[config.mk]
export PLATFORM = sky130hd
export DESIGN_NAME = izq_der_ctrl
export DESIGN_NICKNAME = d
export VERILOG_FILES = /design/src/rtl/izq_der_ctrl.sv
export SDC_FILE = /design/constraint.sdc
export NUM_CORES = 1
export LEC_CHECK = 0
export BUFFER_PORTS_ARGS = -buffer_cell sky130_fd_sc_hd__buf_4
export CORE_MARGIN = 3
export CORE_UTILIZATION = 48
export DETAILED_ROUTE_END_ITERATION = 16
export GPL_TIMING_DRIVEN = 0
export HOLD_SLACK_MARGIN = 0.1
export PLACE_DENSITY = 0.79
export SYNTH_ARGS = -nofsm -noshare
export SYNTH_HDL_FRONTEND = slang
export SYNTH_SLANG_ARGS = --single-unit
[constraint.sdc]
create_clock -name clk -period 1.9 [get_ports clk]
set_input_delay 0.19 -clock clk [delete_from_list [all_inputs] [get_ports clk]]
set_output_delay 0.19 -clock clk [all_outputs]
set_load 0.005 [all_outputs]
[src/rtl/izq_der_ctrl.sv]
// Bit-serial MSB-first magnitude comparison sequencer.
// Latches two words on start, scans one bit per clock and reports w (A>B) / z (A<=B) with a done pulse.
module izq_der_ctrl #(
    parameter int WIDTH      = 8,
    parameter bit EARLY_EXIT = 1'b1,
    localparam int CW        = $clog2(WIDTH + 1)
) (
    input  logic             clk,
    input  logic             reset,
    input  logic             start,
    input  logic [WIDTH-1:0] wordA,
    input  logic [WIDTH-1:0] wordB,
    output logic             busy,
    output logic             done,
    output logic             w,
    output logic             z,
    output logic [CW-1:0]    bits_scanned
);

    localparam int IW = (WIDTH > 1) ? $clog2(WIDTH) : 1;

    typedef enum logic [1:0] {
        S_IDLE,
        S_SCAN,
        S_DONE
    } state_t;

    state_t           r_state, w_state_nxt;
    logic [WIDTH-1:0] r_a, r_b, w_a_nxt, w_b_nxt;
    logic [IW-1:0]    r_idx, w_idx_nxt;
    logic [CW-1:0]    r_cnt, w_cnt_nxt;
    logic             r_decided, w_decided_nxt;
    logic             r_busy, w_busy_nxt;
    logic             r_done, w_done_nxt;
    logic             r_w, w_w_nxt;
    logic             r_z, w_z_nxt;

    logic             w_bit_a;
    logic             w_diff;
    logic             w_last;

    assign w_bit_a = r_a[r_idx];
    assign w_diff  = r_a[r_idx] ^ r_b[r_idx];
    assign w_last  = (r_idx == '0);

    always_ff @(posedge clk) begin
        if (reset) begin
            r_state   <= S_IDLE;
            r_a       <= '0;
            r_b       <= '0;
            r_idx     <= IW'(WIDTH - 1);
            r_cnt     <= '0;
            r_decided <= 1'b0;
            r_busy    <= 1'b0;
            r_done    <= 1'b0;
            r_w       <= 1'b0;
            r_z       <= 1'b1;
        end else begin
            r_state   <= w_state_nxt;
            r_a       <= w_a_nxt;
            r_b       <= w_b_nxt;
            r_idx     <= w_idx_nxt;
            r_cnt     <= w_cnt_nxt;
            r_decided <= w_decided_nxt;
            r_busy    <= w_busy_nxt;
            r_done    <= w_done_nxt;
            r_w       <= w_w_nxt;
            r_z       <= w_z_nxt;
        end
    end

    always_comb begin
        w_state_nxt   = r_state;
        w_a_nxt       = r_a;
        w_b_nxt       = r_b;
        w_idx_nxt     = r_idx;
        w_cnt_nxt     = r_cnt;
        w_decided_nxt = r_decided;
        w_busy_nxt    = r_busy;
        w_done_nxt    = 1'b0;
        w_w_nxt       = r_w;
        w_z_nxt       = r_z;

        unique case (r_state)
            S_IDLE: begin
                if (start) begin
                    w_a_nxt       = wordA;
                    w_b_nxt       = wordB;
                    w_idx_nxt     = IW'(WIDTH - 1);
                    w_cnt_nxt     = '0;
                    w_decided_nxt = 1'b0;
                    w_busy_nxt    = 1'b1;
                    w_state_nxt   = S_SCAN;
                end
            end
            S_SCAN: begin
                w_cnt_nxt = r_cnt + CW'(1);
                // First difference decides; later differences (EARLY_EXIT=0) leave the result frozen.
                if (w_diff && !r_decided) begin
                    w_w_nxt       = w_bit_a;
                    w_z_nxt       = ~w_bit_a;
                    w_decided_nxt = 1'b1;
                end else if (w_last && !r_decided) begin
                    w_w_nxt = 1'b0;
                    w_z_nxt = 1'b1;
                end
                if ((EARLY_EXIT && w_diff) || w_last) begin
                    w_busy_nxt  = 1'b0;
                    w_done_nxt  = 1'b1;
                    w_state_nxt = S_DONE;
                end else begin
                    w_idx_nxt = r_idx - IW'(1);
                end
            end
            S_DONE: begin
                w_state_nxt = S_IDLE;
            end
            default: begin
                w_state_nxt = S_IDLE;
                w_busy_nxt  = 1'b0;
            end
        endcase
    end

    assign busy         = r_busy;
    assign done         = r_done;
    assign w            = r_w;
    assign z            = r_z;
    assign bits_scanned = r_cnt;

endmodule

# After elaboration in Yosys (flattened, before gate mapping)

Index checks and enable logic that the tools add are counted.

Add/subtract/negate cells: 2
Order comparisons: 1
Equal/unequal tests: 6
Mux-type cells: 23
Bitwise logic cells: 4
Reduce and logical (&&, ||, !) cells: 16

Operator list:

| cell                                                                  | count |
|---|---|
| 1-bit 2-to-1 mux                                                      | 11 |
| 3-bit AND reduction                                                   | 3 |
| 2-bit inequality test, second input constant                          | 4 |
| 4-bit case mux with 2 select lines                                    | 1 |
| 2-bit AND reduction                                                   | 4 |
| 1-bit binary-select mux with 3-bit select                             | 2 |
| 3-bit 2-to-1 mux                                                      | 2 |
| 3-bit case mux with 2 select lines                                    | 1 |
| 4-bit by 1-bit adder with 4-bit output, second input constant         | 1 |
| 3-bit by 4-bit < comparator with 1-bit output, second input constant  | 1 |
| 2-bit 2-to-1 mux                                                      | 2 |
| 4-bit 2-to-1 mux                                                      | 1 |
| 2-bit case mux with 2 select lines                                    | 1 |
| 2-bit nonzero test                                                    | 2 |
| 3-bit logical NOT                                                     | 1 |
| 1-bit NOT                                                             | 3 |
| 1-bit case mux with 3 select lines                                    | 1 |
| 3-bit by 1-bit subtractor with 3-bit output, second input constant    | 1 |
| 2-bit by 1-bit equality test with 1-bit output, second input constant | 1 |
| 2-bit equality test, second input constant                            | 1 |
| 1-bit logical AND                                                     | 2 |
| 2-bit logical NOT                                                     | 1 |
| 1-bit case mux with 2 select lines                                    | 1 |
| 2-bit OR reduction                                                    | 1 |
| other kinds (3)                                                       | 3 |

Flip-flop bits (word level): 30
Input bits: 19
Output and inout port bits: 8
Word-level logic and storage cells: 62

# Longest topological paths before layout

Gate-level depths: netlist (run 1).

Depth after elaboration: 6
Depth in mapped cells: 8
Mapped depth without buffers: 6

# Worst setup path after synthesis (run 1)

OpenSTA, ideal clock, no wires.

Path kind: register -> register
Start point: register r_idx[0]
End point: register r_idx[0]
Setup time: 126 ps
Data arrival time: 1,692 ps
Data required time: 1,774 ps
Setup slack: 82 ps
Cell stages (with the launch flop): 7
Buffers on the path: 1
Clock period less this slack: 1,818 ps
Cell sequence: dfxtp_1 buf_6 mux4_2 mux2_2 xor2_1 nor4_1 a31oi_1

Cells in the longest elaborated chain, start to end: 6
Elaborated cells between the ends (all ways): 12
Those cells by class: 1 x add/sub; 1 x eq/ne; 6 x mux; 1 x bitwise; 3 x reduce/logical

Ends and longest elaborated chain:

| item                                      | RTL line | text |
|---|---|---|
| start, declared                           | 30       | `logic [IW-1:0] r_idx, w_idx_nxt;` |
| start signal, assigned                    | 51       | `r_idx <= IW'(WIDTH - 1);` |
| start signal, assigned                    | 62       | `r_idx <= w_idx_nxt;` |
| 1-bit binary-select mux with 3-bit select | 43       | `assign w_diff = r_a[r_idx] ^ r_b[r_idx];` |
| 1-bit 2-to-1 mux (not written as such)    | 43       |  |
| 1-bit bitwise XOR                         | 43       |  |
| 1-bit logical OR                          | 107      | `if ((EARLY_EXIT && w_diff) \|\| w_last) begin` |
| 2-bit inequality test (no source line)    | -        |  |
| 3-bit AND reduction (no source line)      | -        |  |

Parallel ways exist; a longest one is shown, timed or not. The select of a mux whose other input is x is not followed.
A chain may end at the register's enable or synchronous reset.

# Worst setup path after layout (run 1)

Start point: register r_idx[0]
End point: register r_idx[1]

Same word-level chain as after synthesis.

==> run metrics, run 1 <==
status=complete, but fails checks; failing checks=setup timing; CP Capture Type=flop; core area=2570 µm²; setup tns final=-26.3 ps; syn_area_per_cell=8.82 µm²; leakage=0.732 nW; Mapped Area=1350 µm²; DP Wirelength=2.26 mm; Clock Tree Root=clkbuf_4; share of the synthesized area in the top cell type=44.5%; antenna-violating nets left=0; Layout fillers=214; first-pass GRT wire length=4.84 mm; Initial Util=a little over half; setup ws final=-24.2 ps; I/O pin count=27; die footprint=3480 µm²; vias in the first global route=1100; largest net degree at the start of global routing=11; VDD IR max=roughly 0.0006 V; CTS Sinks=30; layout cells sized above 1=27.8%; Slew @ Worst Pin=451 ps; Worst EP required=2120 ps; worst endpoint data arrival time=2140 ps; detailed-route via count=1229; setup slack, reg-to-reg=-20 ps; CTS tree=yes; Synth area leaders=dfxtp_1, nand2_1, a21oi_1; H-tree levels=2; Synth top cells by count=nand2_1, dfxtp_1, a21oi_1; Critical R2R Capture=r_idx[1]; Vias/cell=5.49; Horiz. Die Dim=59.0 µm; die height=about 59 µm; Relative slew margins=69.9%; Num CTS Buffers=5; min cycle time layout=1920 ps; FMAX=520 MHz; Fin Clk Skew=7.73 ps; Seq/Total Area, Yosys=44.5%; row cnt=18; top-count cell post-synth=nand2_1; gpl congestion=slightly below 0.8; Syn. warnings=0; grt ovf=0; Final nets=216; Post-synth ARST share=0%; crit path max fanout=5; final hold vios=0; synthesis-to-layout area growth=30.5%; max_cap viols=0; Crit Path Class=flop to flop; initial antenna violation count=0; Placed Cells=between 200 and 250; Register Area=602 µm²; biggest area consumer among synthesized cells=dfxtp_1; Post-synth top flop=dfxtp_1; startpoint types=flop; origin of the critical flop-to-flop path=r_idx[0]; fin area=between 1500 and 2000 µm²; start point of the critical path=r_idx[0]; flops & latches, synth=30; Synth Instances=153; Yosys cell types=33; Post-DP Area=roughly 1600 µm²; drt wl/cell=13.8 µm; RSZ-0062 raised after global routing=true; Worst R2R Path Depth=6; clk_lat worst skew=330 ps; Final Max Tran Viols=0; post-synthesis net count=between 150 and 200; Final Cycle Share=101%; setup violators final=2; Port Buffers=26; Inserted Diodes=0; Longest Clk Path Bufs=2; power density over cell area=778 nW/µm²; fin util=68.6%; Total Wirelength=3.10 mm; Post-synth EDFFs=0; GRT Total Usage=18.9%; drt first-iter violations=57; Hold Crit Start=wordA[3]; worst min-delay path category=input port to flop; crit path capture=r_idx[1]; area of the multi-input gates=741 µm²; Worst-path clk slew=90 ps; Finished Layout Cells=224; DRT Pass-1 Iters=4; DR DRC count=0
[where the power goes]
group          leakage, nW  total (W)  switching, W  internal, W
logic                0.461   0.000320      0.000162     0.000158
clock network       0.0254   0.000347      0.000208     0.000139
registers            0.245   0.000702     0.0000286     0.000674
[sequential cells by signal (all words and copies together), names as in the netlist]
| signal | flops |
|---|---|
| busy | 1 |
| r_idx | 3 |
| z | 1 |
| bits_scanned | 4 |
| done | 1 |
| r_b | 8 |
| w | 1 |
| r_state | 2 |
| r_a | 8 |
| r_decided | 1 |
[routing by layer]
metal | GRT usage, % | part of all wire, % | up-vias
met5 | 0 | 0 | -
met4 | 7.44 | 2.5 | 0
met3 | 7.19 | 3.9 | 9
met2 | 31.1 | 51 | 25
met1 | 22.3 | 42 | 589
li1 | - | - | 606
[cell type report]
| class | instances | area share [%] |
|---|---|---|
| sequential | 30 | 34.2 |
| tap | 30 | 2.13 |
| timing repair buffer | 34 | 15.4 |
| buffer | 8 | 2.84 |
| multi-input combinational | 111 | 42.1 |
| inverter | 4 | 0.853 |
| clock buffer | 7 | 2.56 |
[layout by cell type, fill, tap and decap left out, types with 2 or more instances in the layout]
cell type,netlist,final
a211oi_2,0,3
a21oi_1,22,22
a22oi_1,3,2
buf_4,1,29
buf_6,2,2
clkbuf_1,4,6
clkbuf_4,0,5
dfxtp_1,30,29
dlygate4sd3_1,0,6
ha_1,3,3
inv_1,4,4
mux2_4,1,2
mux4_2,4,4
nand2_1,36,36
nand2b_1,4,4
nand3_1,2,2
nor2_1,14,14
o21ai_1,2,2
[critical path, cell delays in order (launching register included)]
cell and delay (ps):
dfxtp_2 330, buf_6 120, mux4_2 490, mux2_4 340
xor2_2 220, nor3_2 200, o21ai_1 90
[kinds of logic after synthesis]
family	Yosys count	share of synthesized area (%)
buffers and inverters	12	4.82
and+or+nand+nor	62	19.4
DFF	30	44.5
xor gates and xnor gates	2	2.69
AOI/OAI and AO/OA	37	16.3
adders and majority gates	3	2.78
muxes	7	9.46
[stage by stage]
step | hold WS, ps | power (W) | setup slack, ps
5_1_grt | 100 | 0.00144 | -103
4_1_cts | 102 | 0.00136 | -34.2
6_report | 105 | 0.00137 | -24.2
3_3_place_gp | 436 | 0.000978 | -39.4
3_5_place_dp | 447 | 0.000991 | -87.9
2_1_floorplan | 325 | 0.000897 | 82.4
[worst min-delay path by stage]
stage | end | cells after the start
after floorplan | r_a[0] | 2
after global placement | r_a[1] | 3
after detailed placement | r_a[5] | 3
after CTS | r_b[2] | 3
after global routing | r_b[7] | 3
final | r_a[3] | 3
[repair_timing]
item	4_1_cts	5_1_grt
gates resized for setup	7	4
setup buffers	2	0
hold buffers	2	4
pin swaps	5	1
endpoints found under the setup margin	5	8
endpoints found under the hold margin	2	4
No activity file was read; power rests on OpenSTA's default activity.
==> run 2, diff against run 1 <==
CORE_ASPECT_RATIO = 1.1   (was not set)
HOLD_SLACK_MARGIN = 0.12   (was 0.1)
SETUP_SLACK_MARGIN = 0.1   (was not set)
==> run metrics, run 2 (synthesis gave the netlist of run 1 again) <==
Layout fillers=205 (was 214); initial antenna violation count=0 (unchanged); Initial Util=52.1% (was 52.5%); Final Max Tran Viols=0 (unchanged); Placed Cells=210 (was 209); CP Capture Type=flop (unchanged); CP max stage cell=mux4_2 (unchanged); power density over cell area=750 nW/µm² (was 778 nW/µm²); die height=61.6 µm (was 59.0 µm); largest net degree at the start of global routing=11 (unchanged); first-pass GRT wire length=5.40 mm (was 4.84 mm); CTS Sinks=30 (unchanged); Slew @ Worst Pin=458 ps (was 451 ps); CTS tree=yes (unchanged); setup ws final=-47.0 ps (was -24.2 ps); setup violators final=4 (was 2); vias in the first global route=1285 (was 1100); CP peak stage delay=500 ps (was 490 ps); Horiz. Die Dim=56.5 µm (was 59.0 µm); antenna-violating nets left=0 (unchanged); grt ovf=0 (unchanged); clk_lat worst skew=330 ps (about the same); Num CTS Buffers=5 (unchanged); Hold Crit Start=wordA[5] (was wordA[3]); Register Area=602 µm² (unchanged); origin of the critical flop-to-flop path=r_idx[0] (unchanged); VDD IR max=0.000647 V (was 0.000613 V); row cnt=19 (was 18); Buffers & Inverters on Critical Path=1 (unchanged); drt wl/cell=14.2 µm (was 13.8 µm); Worst R2R Path Depth=6 (unchanged); leakage=0.775 nW (was 0.732 nW); DR DRC count=0 (unchanged); RSZ-0062 raised after global routing=true (unchanged); Finished Layout Cells=236 (was 224); Hold Crit Depth=3 (unchanged); Critical R2R Capture=r_idx[0] (was r_idx[1]); drt first-iter violations=32 (was 57); layout cells sized above 1=24.4% (was 27.8%); Final Cycle Share=102% (was 101%); die footprint=3480 µm² (about the same); commonest non-fill, non-tap cell in the layout=nand2_1 (unchanged); Worst-path clk slew=90 ps (about the same); failing checks=setup timing (unchanged); FMAX=514 MHz (was 520 MHz); synthesis-to-layout area growth=35.7% (was 30.5%); min cycle time layout=1950 ps (was 1920 ps); worst endpoint data arrival time=2200 ps (was 2140 ps); cell family contributing the most delay on the critical path=multiplexers (unchanged); H-tree levels=2 (unchanged); setup slack, reg-to-reg=-50 ps (was -20 ps); Relative slew margins=69.5% (was 69.9%); Vias/cell=5.32 (was 5.49); crit path max fanout=5 (unchanged); startpoint types=flop (unchanged); core area=2590 µm² (was 2570 µm²); gpl congestion=0.862 (was 0.769); final hold vios=0 (unchanged); max_cap viols=0 (unchanged); Port Buffers=26 (unchanged); Clock Tree Root=clkbuf_4 (unchanged); Crit Path Class=flop to flop (unchanged); commonest cells after routing, fill and taps aside=nand2_1, buf_4, dfxtp_1 (unchanged); Final nets=227 (was 216); Inserted Diodes=0 (unchanged); Fin Clk Skew=11.2 ps (was 7.73 ps); Longest Clk Path Bufs=2 (unchanged); DP Wirelength=2.25 mm (was 2.26 mm); Hold EP=r_a[5] (was r_a[3]); worst min-delay path category=input port to flop (unchanged); Total Wirelength=3.35 mm (was 3.10 mm); detailed-route via count=1256 (was 1229); DRT Pass-1 Iters=4 (unchanged); Post-Place Setup Slack=-40.1 ps (was -87.9 ps); GRT Total Usage=20.6% (was 18.9%); status=complete, but fails checks (unchanged); I/O pin count=27 (unchanged); Critical Path, Cell by Cell=buf_6, mux4_2, mux2_4, xor2_1, nor4_1, a31oi_1 (was buf_6, mux4_2, mux2_4, xor2_2, nor3_2, o21ai_1); area of the multi-input gates=704 µm² (was 741 µm²); Worst EP required=2150 ps (was 2120 ps)
## run 2: cell count changes in the layout (fill, tap and decap cells not counted), moves of 2 or more
cell           delta
a211oi_2          -2
buf_4             +2
dlygate4sd3_1     +9
a211oi_1          +2
## run 2: per-stage QoR
stage	cell area [µm²]	util [%]	TNS, ps	hold WS, ps	power (W)
final	1830	70.6	-81.7	144	0.00137
after floorplan	1350	-	0	325	0.000899
after CTS	1810	69.7	-89.1	139	0.00137
after global placement	1590	61.2	-34.1	437	0.000980
after detailed placement	1590	61.2	-79.1	446	0.000995
after global routing	1830	70.6	-609	128	0.00145
## run 2: worst max-delay path by stage
| stage | to | cells after the start | from | slack (ps) |
|---|---|---|---|---|
| final | r_idx[0] | 6 | r_idx[0] | -50 |
| after global routing | r_idx[0] | 6 | r_idx[0] | -120 |
| after CTS | r_idx[0] | 6 | r_idx[0] | -40 |
| after detailed placement | r_idx[2] | 6 | r_idx[0] | -40 |
| after global placement | r_idx[0] | 6 | r_idx[0] | -30 |
| after floorplan | r_idx[2] | 6 | r_idx[0] | 100 |
## run 2: routing by layer
layer / GRT usage [%] / share of wire (%) / up-vias
met5: 0 / 0 / -
met4: 12.9 / 2.5 / 0
met3: 6.29 / 4.4 / 11
met2: 36.8 / 54 / 34
met1: 21.7 / 39 / 582
li1: - / - / 629
## run 2: final cells by class
class | instances | share of cell area (%)
Timing Repair Buffer | 45 | 20.5
Inverter | 4 | 0.820
Multi-Input combinational cell | 111 | 38.5
Buffer | 8 | 2.73
Clock buffer | 7 | 2.46
Tap cell | 31 | 2.12
Sequential cell | 30 | 32.9
## run 2: power by group
part	internal, W	total [W]	switching (W)
Clock	0.000139	0.000338	0.000199
Sequential	0.000674	0.000705	0.0000307
Combinational	0.000171	0.000331	0.000161
Total	0.000984	0.00137	0.000390
## run 2: worst register-to-register path, stage by stage (launching register included)
cell and delay (ps):
dfxtp_2 330, buf_6 120, mux4_2 500, mux2_4 330, xor2_1 340, nor4_1 90
a31oi_1 160
## run 2: what timing repair did
item / CTS / global route
buffers inserted: 2 / 2
setup endpoints to repair: 6 / 10
hold endpoints to repair: 15 / 0
gates resized for setup: 2 / 2
pin swaps: 8 / 4
hold buffers: 15 / 0
